`src/rtl/m68k_bus_target.sv`:
```
// 68000 bus responder: decodes one address window and runs a req/ack transfer to a backing store.
// Define M68K_TARGET_TIMEOUT_EN to terminate unacknowledged cycles with BERR_n after TIMEOUT_CYCLES.
module m68k_bus_target #(
   parameter logic [22:0] BASE_ADDR      = 23'h740000,
   parameter logic [22:0] ADDR_MASK      = 23'h7F8000,
   parameter int unsigned WAIT_STATES    = 2,
   parameter int unsigned TIMEOUT_CYCLES = 64
) (
   input  logic        M68K_CLK,
   input  logic        M68K_RESET_n,
   input  logic [22:0] M68K_A,
   input  logic        M68K_AS_n,
   input  logic        M68K_UDS_n,
   input  logic        M68K_LDS_n,
   input  logic        M68K_RW,
   input  logic [15:0] M68K_D_IN,
   output logic [15:0] M68K_D_OUT,
   output logic        M68K_D_OE,
   output logic        M68K_DTACK_n,
   output logic        M68K_BERR_n,
   output logic        mem_req,
   output logic        mem_we,
   output logic [22:0] mem_addr,
   output logic [1:0]  mem_be,
   output logic [15:0] mem_wdata,
   input  logic [15:0] mem_rdata,
   input  logic        mem_ack
);

   typedef enum logic [2:0] {
      S_IDLE, S_MEM, S_ACK, S_RELEASE, S_IGNORE, S_BERR
   } state_t;

   localparam logic [3:0] WAIT_LIM = 4'(WAIT_STATES);
   localparam logic [7:0] TMO_LAST = 8'(TIMEOUT_CYCLES - 1);
`ifdef M68K_TARGET_TIMEOUT_EN
   localparam bit TMO_EN = 1'b1;
`else
   localparam bit TMO_EN = 1'b0;
`endif

   logic       as_p0, uds_p0, lds_p0;
   logic       as_s, uds_s, lds_s;
   state_t     state, state_nxt;
   logic [3:0] wait_cnt;
   logic [7:0] tmo_cnt;
   logic       ack_seen, abort_q, rw_q;
   logic       strobe, hit, abort, tmo_hit;

   // Strobe synchronisers; idle level is high
   always_ff @(posedge M68K_CLK or negedge M68K_RESET_n) begin
      if (!M68K_RESET_n) begin
         as_p0  <= 1'b1;
         uds_p0 <= 1'b1;
         lds_p0 <= 1'b1;
         as_s   <= 1'b1;
         uds_s  <= 1'b1;
         lds_s  <= 1'b1;
      end else begin
         as_p0  <= M68K_AS_n;
         uds_p0 <= M68K_UDS_n;
         lds_p0 <= M68K_LDS_n;
         as_s   <= as_p0;
         uds_s  <= uds_p0;
         lds_s  <= lds_p0;
      end
   end

   assign strobe  = !as_s && (!uds_s || !lds_s);
   assign hit     = (M68K_A & ADDR_MASK) == BASE_ADDR;
   assign abort   = abort_q || as_s;
   // Timeout only fires while no ack has arrived; with the feature off BERRST is unreachable
   assign tmo_hit = TMO_EN && !ack_seen && !mem_ack && (tmo_cnt == TMO_LAST);

   always_ff @(posedge M68K_CLK or negedge M68K_RESET_n) begin
      if (!M68K_RESET_n) state <= S_IDLE;
      else               state <= state_nxt;
   end

   always_comb begin
      state_nxt = state;
      case (state)
         S_IDLE:    if (strobe) state_nxt = hit ? S_MEM : S_IGNORE;
         S_IGNORE:  if (as_s) state_nxt = S_IDLE;
         S_MEM: begin
            // An aborted cycle still waits for the backend so a write commits
            if (ack_seen && abort)                       state_nxt = S_IDLE;
            else if (ack_seen && (wait_cnt >= WAIT_LIM)) state_nxt = S_ACK;
            else if (tmo_hit)                            state_nxt = S_BERR;
         end
         S_ACK:     if (as_s) state_nxt = S_RELEASE;
         S_BERR:    if (as_s) state_nxt = S_RELEASE;
         S_RELEASE: state_nxt = S_IDLE;
         default:   state_nxt = S_IDLE;
      endcase
   end

   always_ff @(posedge M68K_CLK or negedge M68K_RESET_n) begin
      if (!M68K_RESET_n) begin
         M68K_D_OUT   <= 16'h0000;
         M68K_D_OE    <= 1'b0;
         M68K_DTACK_n <= 1'b1;
         M68K_BERR_n  <= 1'b1;
         mem_req      <= 1'b0;
         mem_we       <= 1'b0;
         mem_addr     <= 23'h0;
         mem_be       <= 2'b00;
         mem_wdata    <= 16'h0000;
         wait_cnt     <= 4'h0;
         tmo_cnt      <= 8'h00;
         ack_seen     <= 1'b0;
         abort_q      <= 1'b0;
         rw_q         <= 1'b1;
      end else begin
         if (state == S_IDLE) begin
            wait_cnt <= 4'h0;
            tmo_cnt  <= 8'h00;
            ack_seen <= 1'b0;
            abort_q  <= 1'b0;
            if (strobe) begin
               mem_addr <= M68K_A;
               mem_we   <= !M68K_RW;
               rw_q     <= M68K_RW;
               mem_be   <= {!uds_s, !lds_s};
               if (!M68K_RW) mem_wdata <= M68K_D_IN;
            end
         end

         if (state == S_MEM) begin
            if (wait_cnt != 4'hF) wait_cnt <= wait_cnt + 4'h1;
            tmo_cnt <= tmo_cnt + 8'h01;
            if (as_s) abort_q <= 1'b1;
            if (mem_ack) begin
               ack_seen <= 1'b1;
               if (rw_q) M68K_D_OUT <= mem_rdata;
            end
         end

         // Request rises on window hit and falls the cycle after the ack or on timeout
         case (state)
            S_IDLE:  mem_req <= (state_nxt == S_MEM);
            S_MEM:   mem_req <= mem_req && !mem_ack && (state_nxt == S_MEM);
            default: mem_req <= 1'b0;
         endcase

         M68K_DTACK_n <= !(state_nxt == S_ACK);
         M68K_D_OE    <= (state_nxt == S_ACK) && rw_q;
         M68K_BERR_n  <= !(state_nxt == S_BERR);
      end
   end

endmodule
```
`config.mk`:
```
export PLATFORM = sky130hd
export DESIGN_NAME = m68k_bus_target
export DESIGN_NICKNAME = d
export VERILOG_FILES = /design/src/rtl/m68k_bus_target.sv
export SDC_FILE = /design/constraint.sdc
export NUM_CORES = 1
export LEC_CHECK = 0
export ABC_CLOCK_PERIOD_IN_PS = 2100
export CAP_MARGIN = 10
export CORE_ASPECT_RATIO = 0.8
export CORE_MARGIN = 2
export CORE_UTILIZATION = 44
export CTS_BUF_LIST = sky130_fd_sc_hd__clkbuf_4
export DETAILED_ROUTE_END_ITERATION = 10
export GPL_TIMING_DRIVEN = 0
export PLACE_DENSITY = 0.81
export SLEW_MARGIN = 20
export SYNTH_ARGS = -nofsm -noshare
export SYNTH_HDL_FRONTEND = slang
export SYNTH_SLANG_ARGS = --single-unit
```
`constraint.sdc`:
```
create_clock -name M68K_CLK -period 2.1 [get_ports M68K_CLK]
set_input_delay 0.315 -clock M68K_CLK [delete_from_list [all_inputs] [get_ports M68K_CLK]]
set_output_delay 0.315 -clock M68K_CLK [all_outputs]
set_load 0.01 [all_outputs]
```
==> impl_metrics.tcl <==
set metrics [dict create \
    outcome "finished, final reports clean" \
    drt-initial-drc-count 49 \
    maxCapViolations 0 \
    syn_inst 203 \
    drc 0 \
    nFillCells 524 \
    cp_max_fo 4 \
    syn_avg_cell_area_um2 15.1 \
    drive_gt1_share_pct 27.4 \
    antenna_found_initial 0 \
    cts_buffers 9 \
    synthFlopType "dfrtp_1" \
    fin_crit_ns 1.87 \
    synth_seq_area_share_pct 64.1 \
    crit_path_start_kind "register" \
    finClkSkew_ns 0.0161 \
    cts_tree "built" \
    core_um2 6820 \
    fp.dieH_um 78.6 \
    fin_tns_setup_ns 0 \
    die-area_um2 7650 \
    routabilityCongestion 0.757 \
    fin_crit_sh_pct 89.1 \
    wl_per_cell_um 15.4 \
    ys_types 35 \
    cts_hold_repair.buffers 1 \
    clock-sinks 78 \
    grt.overflow.total 0 \
    n_antenna_cell 0 \
    hold_viol 0 \
    min_path_type "input pin to register" \
    htreeDepth 3 \
    grt_pass1_wl_um 11000 \
    layout.nets 403 \
    cts_setup_buffers 0 \
    start_util_pct 44.9 \
    fmax_mhz 535 \
    leakage_nw 1.93 \
    insertion_delay_ns 0.42 \
    worst_slew_pin_slew_ns 0.565 \
    clockBufferDepth 2 \
    die_w_um 97.3 \
    synth_area_leaders "dfrtp_1 (56%), mux2_2 (21%), dfstp_2 (7.7%)" \
    cts_root_buffer "clkbuf_4" \
    syn_to_final_growth_pct 48.9 \
    drtAntennaViolNets 0 \
    synth.largest_area_cell "dfrtp_1" \
    grt_pass1_vias 2274 \
    crit_type "register to register" \
    path_clk_slew_ns 0.12 \
    crit_arrival_ns 2.22 \
    firstDrtPassIters 4 \
    end_kind "register" \
    grt_max_degree 43 \
    relSlewSlack_pct 61.8 \
    required_ns 2.45 \
    ys_warn_count 0 \
    hpwl_um 4880 \
    io_pins 124 \
    synth.most_common_cell "dfrtp_1" \
    async_flop_share_pct 100 \
    p_per_area_nw_per_um2 1320 \
    synth_area_um2 3060 \
    rsz0062_at_grt "no" \
    finalSetupViolCount 0 \
    yosys.area.top_type_share_pct 56.3 \
    finalMaxSlewViolations 0 \
    wl_um 6610 \
    total_power_mw 6.04 \
    io_buffers 123 \
    cts_resized 0 \
    synth_seq_cells 78 \
    syn_nets 267 \
    grtUsageTotal_pct 18.3 \
    rows 27 \
    via_per_inst 5.07 \
    num_vias 2178 \
    synthTopCellsByCount "dfrtp_1 (69), mux2_2 (56), dfstp_2 (9), o21ai_0 (9), a21oi_1 (5)" \
    synth_edf_count 0 \
    peakVddDrop_mv 0.740 \
]
## cell families after synthesis
logic type | share of synthesized area (%)
flops | 64.1
mux | 20.9
simple gates | 7.23
compound gates | 4.74
buf+inv | 2.25
fa+ha+maj | 0.817
## worst max-delay path, cell delays in order (launching register included)
cell and delay (ns):
dfrtp_1 0.41, inv_1 0.08, ha_1 0.19, o41ai_1 0.57
nand4_1 0.17, nand3_1 0.18, nor3b_1 0.19
## flip-flops by register name, indices dropped and copies added (netlist names)
register	cells
M68K_BERR_n	1
uds_s	1
M68K_D_OUT	16
lds_p0	1
as_p0	1
as_s	1
M68K_DTACK_n	1
uds_p0	1
wait_cnt	4
mem_req	1
mem_we	1
mem_be	2
state	3
M68K_D_OE	1
mem_addr	23
ack_seen	1
lds_s	1
abort_q	1
rw_q	1
mem_wdata	16
## report_power, final
part | internal, mW | switching [mW] | total (mW)
Combinational | 1.67 | 1.02 | 2.68
Sequential | 2.15 | 0.332 | 2.48
Clock | 0.382 | 0.501 | 0.884
## path summary, 6_finish.rpt
kind | slack (ns) | end | from | cells past startpoint
max | 0.23 | mem_req$_DFF_PN0_ | wait_cnt[0]$_DFF_PN0_ | 6
min in group asynchronous | 0.39 | wait_cnt[0]$_DFF_PN0_ | M68K_RESET_n | 2
max in group asynchronous | 1.08 | uds_s$_DFF_PN1_ | M68K_RESET_n | 3
max reg2reg | 0.23 | mem_req$_DFF_PN0_ | wait_cnt[0]$_DFF_PN0_ | 6
min | 0.28 | uds_p0$_DFF_PN1_ | M68K_UDS_n | 1
min reg2reg | 0.37 | lds_s$_DFF_PN1_ | lds_p0$_DFF_PN1_ | 0
## layout by cell type (no fill, tap or decap), types with 2 or more instances in the layout
master and instances:
ha_1 2, nor4b_1 2, clkbuf_4 11, a32oi_1 2
clkdlybuf4s50_1 122, dfstp_2 9, mux2_2 56, nand4_1 2
nand3_1 4, buf_2 4, nand2b_1 4, nor2_1 4
a21oi_1 5, inv_1 4, nand2_1 4, a22o_1 2
o21ai_0 9, clkinv_2 2, buf_6 3, dfrtp_1 69
## through the flow
step / hold WS, ns / worst slack (ns) / instance area, um2 / instances / util (%)
after floorplan: 0.0194 / 0.386 / 3060 / 203 / -
after global placement: 0.346 / -1.99 / 4400 / 413 / 64.5
after detailed placement: 0.312 / 0.180 / 4420 / 414 / 64.8
after CTS: 0.243 / 0.194 / 4560 / 430 / 66.9
after global routing: 0.230 / 0.0301 / 4560 / 430 / 66.9
final: 0.281 / 0.230 / 4560 / 430 / 66.9
## layout make-up
class	instances	area, um2	area share (%)
sequential	78	1960	43.0
timing repair buffer	125	1260	27.6
multi-input combinational	114	1030	22.6
tap	87	109	2.39
clock buffer	11	82.6	1.81
buffer	7	53.8	1.18
clock inverter	4	48.8	1.07
inverter	4	15.0	0.329
## routing by layer
| layer | GRT usage [%] | up-vias | routed length, um |
|---|---|---|---|
| met4 | 5.00 | 0 | 70 |
| met3 | 9.97 | 10 | 650 |
| met2 | 29.6 | 79 | 3240 |
| li1 | - | 1000 | - |
| met5 | 0 | - | 0 |
| met1 | 21.5 | 1089 | 2650 |
(Power assumes the default switching activity.)
